File: src/rtl/video_pkg.sv
// Shared constants and 2513-style 5x7 glyph table for the dot serializer.
// Codes follow ASCII & 6'h3F; row 7 is the inter-line blank.
package video_pkg;

  localparam int CHARS_PER_LINE = 40;
  localparam int CELL_W         = 7;
  localparam int SHIFT_W        = 7;
  localparam int GLYPH_W        = 5;
  localparam logic [5:0] CURSOR_CODE = 6'h00;

  typedef logic [GLYPH_W-1:0] glyph_row_t;

  typedef enum logic [1:0] {
    ST_IDLE,
    ST_ACTIVE,
    ST_DRAIN
  } ser_state_t;

  localparam glyph_row_t CHAR_ROM [64][8] = '{
    '{5'h0E,5'h11,5'h15,5'h17,5'h16,5'h10,5'h0F,5'h00},
    '{5'h04,5'h0A,5'h11,5'h11,5'h1F,5'h11,5'h11,5'h00},
    '{5'h1E,5'h11,5'h11,5'h1E,5'h11,5'h11,5'h1E,5'h00},
    '{5'h0E,5'h11,5'h10,5'h10,5'h10,5'h11,5'h0E,5'h00},
    '{5'h1E,5'h11,5'h11,5'h11,5'h11,5'h11,5'h1E,5'h00},
    '{5'h1F,5'h10,5'h10,5'h1E,5'h10,5'h10,5'h1F,5'h00},
    '{5'h1F,5'h10,5'h10,5'h1E,5'h10,5'h10,5'h10,5'h00},
    '{5'h0F,5'h10,5'h10,5'h13,5'h11,5'h11,5'h0F,5'h00},
    '{5'h11,5'h11,5'h11,5'h1F,5'h11,5'h11,5'h11,5'h00},
    '{5'h0E,5'h04,5'h04,5'h04,5'h04,5'h04,5'h0E,5'h00},
    '{5'h01,5'h01,5'h01,5'h01,5'h01,5'h11,5'h0E,5'h00},
    '{5'h11,5'h12,5'h14,5'h18,5'h14,5'h12,5'h11,5'h00},
    '{5'h10,5'h10,5'h10,5'h10,5'h10,5'h10,5'h1F,5'h00},
    '{5'h11,5'h1B,5'h15,5'h15,5'h11,5'h11,5'h11,5'h00},
    '{5'h11,5'h11,5'h19,5'h15,5'h13,5'h11,5'h11,5'h00},
    '{5'h0E,5'h11,5'h11,5'h11,5'h11,5'h11,5'h0E,5'h00},
    '{5'h1E,5'h11,5'h11,5'h1E,5'h10,5'h10,5'h10,5'h00},
    '{5'h0E,5'h11,5'h11,5'h11,5'h15,5'h12,5'h0D,5'h00},
    '{5'h1E,5'h11,5'h11,5'h1E,5'h14,5'h12,5'h11,5'h00},
    '{5'h0E,5'h11,5'h10,5'h0E,5'h01,5'h11,5'h0E,5'h00},
    '{5'h1F,5'h04,5'h04,5'h04,5'h04,5'h04,5'h04,5'h00},
    '{5'h11,5'h11,5'h11,5'h11,5'h11,5'h11,5'h0E,5'h00},
    '{5'h11,5'h11,5'h11,5'h11,5'h11,5'h0A,5'h04,5'h00},
    '{5'h11,5'h11,5'h11,5'h15,5'h15,5'h1B,5'h11,5'h00},
    '{5'h11,5'h11,5'h0A,5'h04,5'h0A,5'h11,5'h11,5'h00},
    '{5'h11,5'h11,5'h0A,5'h04,5'h04,5'h04,5'h04,5'h00},
    '{5'h1F,5'h01,5'h02,5'h04,5'h08,5'h10,5'h1F,5'h00},
    '{5'h1E,5'h18,5'h18,5'h18,5'h18,5'h18,5'h1E,5'h00},
    '{5'h00,5'h10,5'h08,5'h04,5'h02,5'h01,5'h00,5'h00},
    '{5'h0F,5'h03,5'h03,5'h03,5'h03,5'h03,5'h0F,5'h00},
    '{5'h04,5'h0E,5'h15,5'h04,5'h04,5'h04,5'h04,5'h00},
    '{5'h00,5'h00,5'h00,5'h00,5'h00,5'h00,5'h1F,5'h00},
    '{5'h00,5'h00,5'h00,5'h00,5'h00,5'h00,5'h00,5'h00},
    '{5'h04,5'h04,5'h04,5'h04,5'h04,5'h00,5'h04,5'h00},
    '{5'h0A,5'h0A,5'h0A,5'h00,5'h00,5'h00,5'h00,5'h00},
    '{5'h0A,5'h0A,5'h1F,5'h0A,5'h1F,5'h0A,5'h0A,5'h00},
    '{5'h04,5'h0F,5'h14,5'h0E,5'h05,5'h1E,5'h04,5'h00},
    '{5'h18,5'h19,5'h02,5'h04,5'h08,5'h13,5'h03,5'h00},
    '{5'h08,5'h14,5'h14,5'h08,5'h15,5'h12,5'h0D,5'h00},
    '{5'h04,5'h04,5'h04,5'h00,5'h00,5'h00,5'h00,5'h00},
    '{5'h04,5'h08,5'h10,5'h10,5'h10,5'h08,5'h04,5'h00},
    '{5'h04,5'h02,5'h01,5'h01,5'h01,5'h02,5'h04,5'h00},
    '{5'h04,5'h15,5'h0E,5'h04,5'h0E,5'h15,5'h04,5'h00},
    '{5'h00,5'h04,5'h04,5'h1F,5'h04,5'h04,5'h00,5'h00},
    '{5'h00,5'h00,5'h00,5'h00,5'h04,5'h04,5'h08,5'h00},
    '{5'h00,5'h00,5'h00,5'h1F,5'h00,5'h00,5'h00,5'h00},
    '{5'h00,5'h00,5'h00,5'h00,5'h00,5'h00,5'h04,5'h00},
    '{5'h00,5'h01,5'h02,5'h04,5'h08,5'h10,5'h00,5'h00},
    '{5'h0E,5'h11,5'h13,5'h15,5'h19,5'h11,5'h0E,5'h00},
    '{5'h04,5'h0C,5'h04,5'h04,5'h04,5'h04,5'h0E,5'h00},
    '{5'h0E,5'h11,5'h01,5'h06,5'h08,5'h10,5'h1F,5'h00},
    '{5'h1F,5'h01,5'h02,5'h06,5'h01,5'h11,5'h0E,5'h00},
    '{5'h02,5'h06,5'h0A,5'h12,5'h1F,5'h02,5'h02,5'h00},
    '{5'h1F,5'h10,5'h1E,5'h01,5'h01,5'h11,5'h0E,5'h00},
    '{5'h07,5'h08,5'h10,5'h1E,5'h11,5'h11,5'h0E,5'h00},
    '{5'h1F,5'h01,5'h02,5'h04,5'h08,5'h08,5'h08,5'h00},
    '{5'h0E,5'h11,5'h11,5'h0E,5'h11,5'h11,5'h0E,5'h00},
    '{5'h0E,5'h11,5'h11,5'h0F,5'h01,5'h02,5'h1C,5'h00},
    '{5'h00,5'h00,5'h04,5'h00,5'h04,5'h00,5'h00,5'h00},
    '{5'h00,5'h00,5'h04,5'h00,5'h04,5'h04,5'h08,5'h00},
    '{5'h02,5'h04,5'h08,5'h10,5'h08,5'h04,5'h02,5'h00},
    '{5'h00,5'h00,5'h1F,5'h00,5'h1F,5'h00,5'h00,5'h00},
    '{5'h08,5'h04,5'h02,5'h01,5'h02,5'h04,5'h08,5'h00},
    '{5'h0E,5'h11,5'h02,5'h04,5'h04,5'h00,5'h04,5'h00}
  };

endpackage

File: src/rtl/video_dot_serializer_if.sv
// Line-buffer link: character/cursor from the buffer, advance strobe back.
interface video_dot_serializer_if;

  logic [5:0] char_in;
  logic       cursor_in;
  logic       char_adv;

  modport master (
    output char_in,
    output cursor_in,
    input  char_adv
  );

  modport slave (
    input  char_in,
    input  cursor_in,
    output char_adv
  );

endinterface

File: src/rtl/video_dot_serializer_rom.sv
// 2513-equivalent character ROM, combinational code/row -> 5 glyph dots.
module char_rom_2513
  import video_pkg::*;
(
    input  logic [5:0] code,
    input  logic [2:0] row,
    output logic [4:0] dots
);

    always_comb begin
        dots = '0;
        if (row != 3'd7) begin
            dots = CHAR_ROM[code][row];
        end
    end

endmodule

File: src/rtl/video_dot_serializer.sv
// Loads one glyph row per 7-dot cell, shifts it out MSB first, and
// strobes the line buffer once per loaded cell.
module video_dot_serializer
  import video_pkg::*;
(
    input  logic       clk,
    input  logic       rst_n,
    input  logic       dot_en,
    input  logic       h_active,
    input  logic       v_active,
    input  logic [2:0] row,
    video_dot_serializer_if.slave lb,
    output logic       video_out,
    output logic       line_done
);

    localparam int DOT_W = $clog2(CELL_W);
    localparam int CNT_W = $clog2(CHARS_PER_LINE + 1);
    localparam logic [DOT_W-1:0] DOT_LAST = DOT_W'(CELL_W - 1);
    localparam logic [CNT_W-1:0] CNT_LAST = CNT_W'(CHARS_PER_LINE - 1);

    ser_state_t         state_q, state_d;
    logic [SHIFT_W-1:0] shreg_q, shreg_d;
    logic [DOT_W-1:0]   dot_q, dot_d;
    logic [CNT_W-1:0]   cnt_q, cnt_d;
    logic               vid_q, vid_d;
    logic               adv_q, adv_d;
    logic               done_q, done_d;

    logic [5:0]         code;
    logic [4:0]         dots;
    logic               blank_dot;
    logic               load_dot;
    logic               shift_dot;

    assign code = lb.cursor_in ? CURSOR_CODE : lb.char_in;

    char_rom_2513 u_rom (
        .code (code),
        .row  (row),
        .dots (dots)
    );

    // DRAIN stands for "all cells of this line already loaded"
    assign blank_dot = dot_en & ~h_active;
    assign load_dot  = dot_en & h_active & (dot_q == '0)
                     & (state_q != ST_DRAIN);
    assign shift_dot = dot_en & h_active & ~load_dot;

    always_comb begin
        state_d = state_q;
        shreg_d = shreg_q;
        dot_d   = dot_q;
        cnt_d   = cnt_q;
        vid_d   = vid_q;
        adv_d   = 1'b0;
        done_d  = 1'b0;
        unique case (1'b1)
            blank_dot: begin
                state_d = ST_IDLE;
                shreg_d = '0;
                dot_d   = '0;
                cnt_d   = '0;
                vid_d   = 1'b0;
            end
            load_dot: begin
                vid_d   = shreg_q[SHIFT_W-1] & v_active;
                dot_d   = (dot_q == DOT_LAST) ? '0 : dot_q + 1'b1;
                shreg_d = {dots, {(SHIFT_W-GLYPH_W){1'b0}}};
                adv_d   = 1'b1;
                cnt_d   = cnt_q + 1'b1;
                state_d = ST_ACTIVE;
                if (cnt_q == CNT_LAST) begin
                    done_d  = 1'b1;
                    state_d = ST_DRAIN;
                end
            end
            shift_dot: begin
                vid_d   = shreg_q[SHIFT_W-1] & v_active;
                dot_d   = (dot_q == DOT_LAST) ? '0 : dot_q + 1'b1;
                shreg_d = shreg_q << 1;
            end
            default: begin
            end
        endcase
    end

    always_ff @(posedge clk or negedge rst_n) begin
        if (!rst_n) begin
            state_q <= ST_IDLE;
            shreg_q <= '0;
            dot_q   <= '0;
            cnt_q   <= '0;
            vid_q   <= 1'b0;
            adv_q   <= 1'b0;
            done_q  <= 1'b0;
        end else begin
            state_q <= state_d;
            shreg_q <= shreg_d;
            dot_q   <= dot_d;
            cnt_q   <= cnt_d;
            vid_q   <= vid_d;
            adv_q   <= adv_d;
            done_q  <= done_d;
        end
    end

    assign video_out   = vid_q;
    assign line_done   = done_q;
    assign lb.char_adv = adv_q;

endmodule

File: src/flat_wrapper.sv
// flat-port wrapper written by rule: the top's interface ports become plain ports
module video_dot_serializer_flat import video_pkg::*;
  (clk, rst_n, dot_en, h_active, v_active, row, video_out, line_done, lb_char_in, lb_cursor_in, lb_char_adv);
  video_dot_serializer_if lb_i ();
  input  logic clk;
  input  logic rst_n;
  input  logic dot_en;
  input  logic h_active;
  input  logic v_active;
  input  logic [2:0] row;
  output logic video_out;
  output logic line_done;
  input wire logic [$bits(lb_i.char_in)-1:0] lb_char_in;
  input wire logic [$bits(lb_i.cursor_in)-1:0] lb_cursor_in;
  output wire logic [$bits(lb_i.char_adv)-1:0] lb_char_adv;
  assign lb_i.char_in = lb_char_in;
  assign lb_i.cursor_in = lb_cursor_in;
  assign lb_char_adv = lb_i.char_adv;
  video_dot_serializer u_core (.clk(clk), .rst_n(rst_n), .dot_en(dot_en), .h_active(h_active), .v_active(v_active), .row(row), .lb(lb_i), .video_out(video_out), .line_done(line_done));
endmodule
File: config.mk
export PLATFORM = sky130hd
export DESIGN_NAME = video_dot_serializer_flat
export DESIGN_NICKNAME = d
export VERILOG_FILES = /design/src/rtl/video_pkg.sv /design/src/rtl/video_dot_serializer_if.sv /design/src/rtl/video_dot_serializer_rom.sv /design/src/rtl/video_dot_serializer.sv /design/src/flat_wrapper.sv
export SDC_FILE = /design/constraint.sdc
export NUM_CORES = 1
export LEC_CHECK = 0
export ABC_CLOCK_PERIOD_IN_PS = 3050
export CELL_PAD_IN_SITES_DETAIL_PLACEMENT = 0
export CELL_PAD_IN_SITES_GLOBAL_PLACEMENT = 2
export CORE_UTILIZATION = 38
export CTS_CLUSTER_DIAMETER = 60
export DETAILED_ROUTE_END_ITERATION = 8
export GPL_ROUTABILITY_DRIVEN = 0
export PLACE_DENSITY = 0.85
export SLEW_MARGIN = 30
export SYNTH_ARGS = -nofsm -noshare
export SYNTH_HDL_FRONTEND = slang
export SYNTH_SLANG_ARGS = --single-unit
File: constraint.sdc
create_clock -name clk -period 3.05 [get_ports clk]
set_input_delay 0.305 -clock clk [delete_from_list [all_inputs] [get_ports clk]]
set_output_delay 0.305 -clock clk [all_outputs]
set_load 0.005 [all_outputs]
==> flow_summary_export.csv <==
group,metric,value,unit
clock_tree,clk_pin_slew,70,ps
critical_path,required,3190,ps
clock_tree,htreeDepth,1,
clock_tree,cts_max_path_buffers,2,
power,leakage,0.00185,µW
finish,diodes,0,
clock_tree,numCtsBuffers,3,
route,route.detailed.drc,0,
timing,period_share,0.941,
critical_path,crit_chain,"clkdlybuf4s50_1 -> inv_1 -> nor2_1 -> ha_1 -> or2_2 -> a31oi_1 -> a2111o_1 -> o211ai_1 -> a221oi_1 -> a31oi_1 -> a31o_2",
floorplan,fp.dieH,105,µm
floorplan,die_w,105,µm
floorplan,num_rows,37,
timing,maxSlewHeadroom,0.449,
grt,grt_pass1_wl,29400,µm
worst_hold_path,hold_path_class,"in -> async",
clock_tree,cts_setup_buffers,0,
floorplan,start_util,0.393,
grt,antenna_found_initial,0,
critical_path,cpPeakStageDelay,470,ps
place,place.port_buffers,17,
timing,final.setup_skew,1.86,ps
critical_path,end_kind,"flop",
finish,syn2layout_area_growth,15.8,%
finish,nets,672,
clock_tree,hold_buffers,0,
logic_synthesis,synth_area,4060,µm²
critical_path,worstSetupPathType,"in -> reg",
finish,final_layout_size_suffix_gt1_frac,0.163,
logic_synthesis,syn_nets,637,
finish,seqCellArea,475,µm²
route,dr_total_vias,5459,
critical_path,cp_max_fo,9,
route,first_pass_iters,8,
clock_tree,clockRootBuffer,"clkbuf_8",
grt,grt_use_total,0.340,
route,drtIter0Drc,839,
job,timing.max_cap.violations,0,
logic_synthesis,synth_cell_types,75,
critical_path,worstReg2RegStart,"u_core.state_q[0]",
grt,grt_max_degree,48,
critical_path,cp_top_family,"compound AO/OA/AOI/OAI gates",
timing,setup_violations,0,
route,drtAntennaViolNets,0,
logic_synthesis,async_reset_ff_frac,1.00,
critical_path,setup.worst_path.start_class,"input pin",
floorplan,die-area,11100,µm²
clock_tree,cts_tree,"yes",
place,dpl.hpwl,14000,µm
logic_synthesis,avgSynthCellArea,6.70,µm²
power,powerDensity,264,nW/µm²
critical_path,worstPathArrival,3010,ps
grt,grt.overflow.total,0,
logic_synthesis,yosys_register_bits,19,
grt,grt_pass1_vias,5220,
logic_synthesis,ys_seq_area_frac,0.117,
route,viasPerCell,7.04,
critical_path,cp_num_buf_inv,2,
critical_path,r2r_slack,1010,ps
timing,hold_ws,-24.0,ps
timing,fin_crit,2870,ps
timing,worstMarginPinSlew,824,ps
clock_tree,cts_num_sinks,19,
critical_path,crit_path_frequent_cell,"a31oi_1",
clock_tree,clkLatencyLatePin,250,ps
critical_path,reg2reg_depth,6,
logic_synthesis,syn_inst,605,
route,wirelength,19000,µm
floorplan,core,10300,µm²
logic_synthesis,synth_ff_type,"dfrtp_1",
power,vdd.ir_drop.worst,0.000270,V
floorplan,io_pins,18,
route,wl_per_cell,24.5,µm
run_status,status,"finished with violations",
timing,hold_viol_final,19,
power,power.total,1240,µW
logic_synthesis,yosys_warnings,0,
run_status,violations,"negative hold slack",
clock_tree,cts_resized,0,
finish,fillCellCount,1080,
critical_path,worstReg2RegEnd,"u_core.shreg_q[3]",
timing,max_freq,348,MHz
critical_path,critPathSlowestCell,"clkdlybuf4s50_1",
logic_synthesis,synth_edf_count,0,
timing,slew_viol_final,0,
finish,multi_input_area,3180,µm²
placed cells by master (no fill, tap or decap), types with 4 or more instances in the layout:
cell type,Yosys,layout
o41ai_1,4,4
nand2_1,67,67
a32oi_1,4,4
a21oi_1,54,54
o211ai_1,13,13
a221oi_1,13,13
a21boi_0,4,4
dfrtp_1,19,19
inv_1,18,18
buf_2,25,5
a21o_1,5,5
mux2i_1,5,5
nor2_1,41,41
a211o_1,8,8
nand3_1,12,12
o21a_1,4,4
nor2b_1,22,22
nand4_1,6,6
and2_1,4,4
a211oi_1,8,8
and3_1,5,5
o221ai_1,7,7
o21ai_0,62,62
nor3_1,10,10
o2111ai_1,5,5
buf_4,4,73
a22oi_1,5,5
or2_2,4,4
ha_1,17,17
clkdlybuf4s50_1,0,12
nor4_1,6,6
a311o_1,4,4
o22ai_1,12,12
a31oi_1,15,15
nand2b_1,18,18
o31ai_1,6,5
per-layer routing:
metal  share of wire  up-vias  wire [µm]  GRT usage
li1                -     2364          -          -
met1            0.39     2449       7320      0.442
met2            0.40      494       7580      0.484
met3            0.14      152       2700     0.0996
met4           0.073        0       1390      0.224
met5               0        -          0          0
flip-flops by register name (all words and copies together), names as in the netlist:
signal              flops
u_core.cnt_q            6
u_core.shreg_q          5
u_core.dot_q            3
u_core.state_q          2
u_core.lb.char_adv      1
u_core.line_done        1
u_core.video_out        1
power breakdown:
group          total, µW  switching, µW  internal [µW]
Clock                172           79.7           92.7
Combinational        748            471            277
Sequential           318           27.3            291
metrics by stage:
| step | instances | utilization | area (µm²) | setup TNS [ps] | worst slack, ps |
|---|---|---|---|---|---|
| detailed placement | 771 | 0.451 | 4650 | -148 | -98.6 |
| CTS | 775 | 0.455 | 4700 | 0 | 153 |
| global route | 775 | 0.455 | 4700 | -13.1 | -13.1 |
| global placement | 771 | 0.451 | 4650 | -3.78 | -3.78 |
| finish | 775 | 0.455 | 4700 | 0 | 180 |
| floorplan | 605 | - | 4060 | 0 | 2.14 |
logic make-up after synthesis:
family                     count (synthesis)  share of synthesized area
AOI/OAI and AO/OA                        266                      0.446
xor gates and xnor gates                   1                    0.00216
adders and majority gates                 17                     0.0525
buffers and inverters                     82                     0.0993
DFF                                       19                      0.117
muxes                                      7                     0.0179
and+or+nand+nor                          213                      0.264
synth_stat cells, types with 13 or more instances:
library cell   n  share of area
a31oi_1       15          0.023
nand2_1       67          0.062
nand2b_1      18          0.028
o211ai_1      13          0.024
clkbuf_1      26          0.024
dfrtp_1       19           0.12
nor2b_1       22          0.034
a21oi_1       54          0.067
o21ai_0       62          0.077
buf_2         25          0.031
inv_1         18          0.017
ha_1          17          0.052
a221oi_1      13          0.028
nor2_1        41          0.038
worst max path at each step:
stage | startpoint | endpoint | depth (start not counted)
2_1_floorplan | lb_cursor_in | u_core.shreg_q[4] | 13
3_3_place_gp | lb_char_in[0] | u_core.shreg_q[5] | 11
3_5_place_dp | lb_char_in[0] | u_core.shreg_q[3] | 13
4_1_cts | lb_char_in[0] | u_core.shreg_q[3] | 13
5_1_grt | lb_char_in[0] | u_core.shreg_q[5] | 11
6_report | lb_char_in[0] | u_core.shreg_q[6] | 11
layout make-up:
cell class	count	share of cell area
inverter	19	0.0152
multi-input combinational	504	0.677
tap	136	0.0362
sequential	19	0.101
clock buffer	4	0.00959
timing repair buffer	93	0.160
Note: power is estimated with default switching activity, not from simulation.
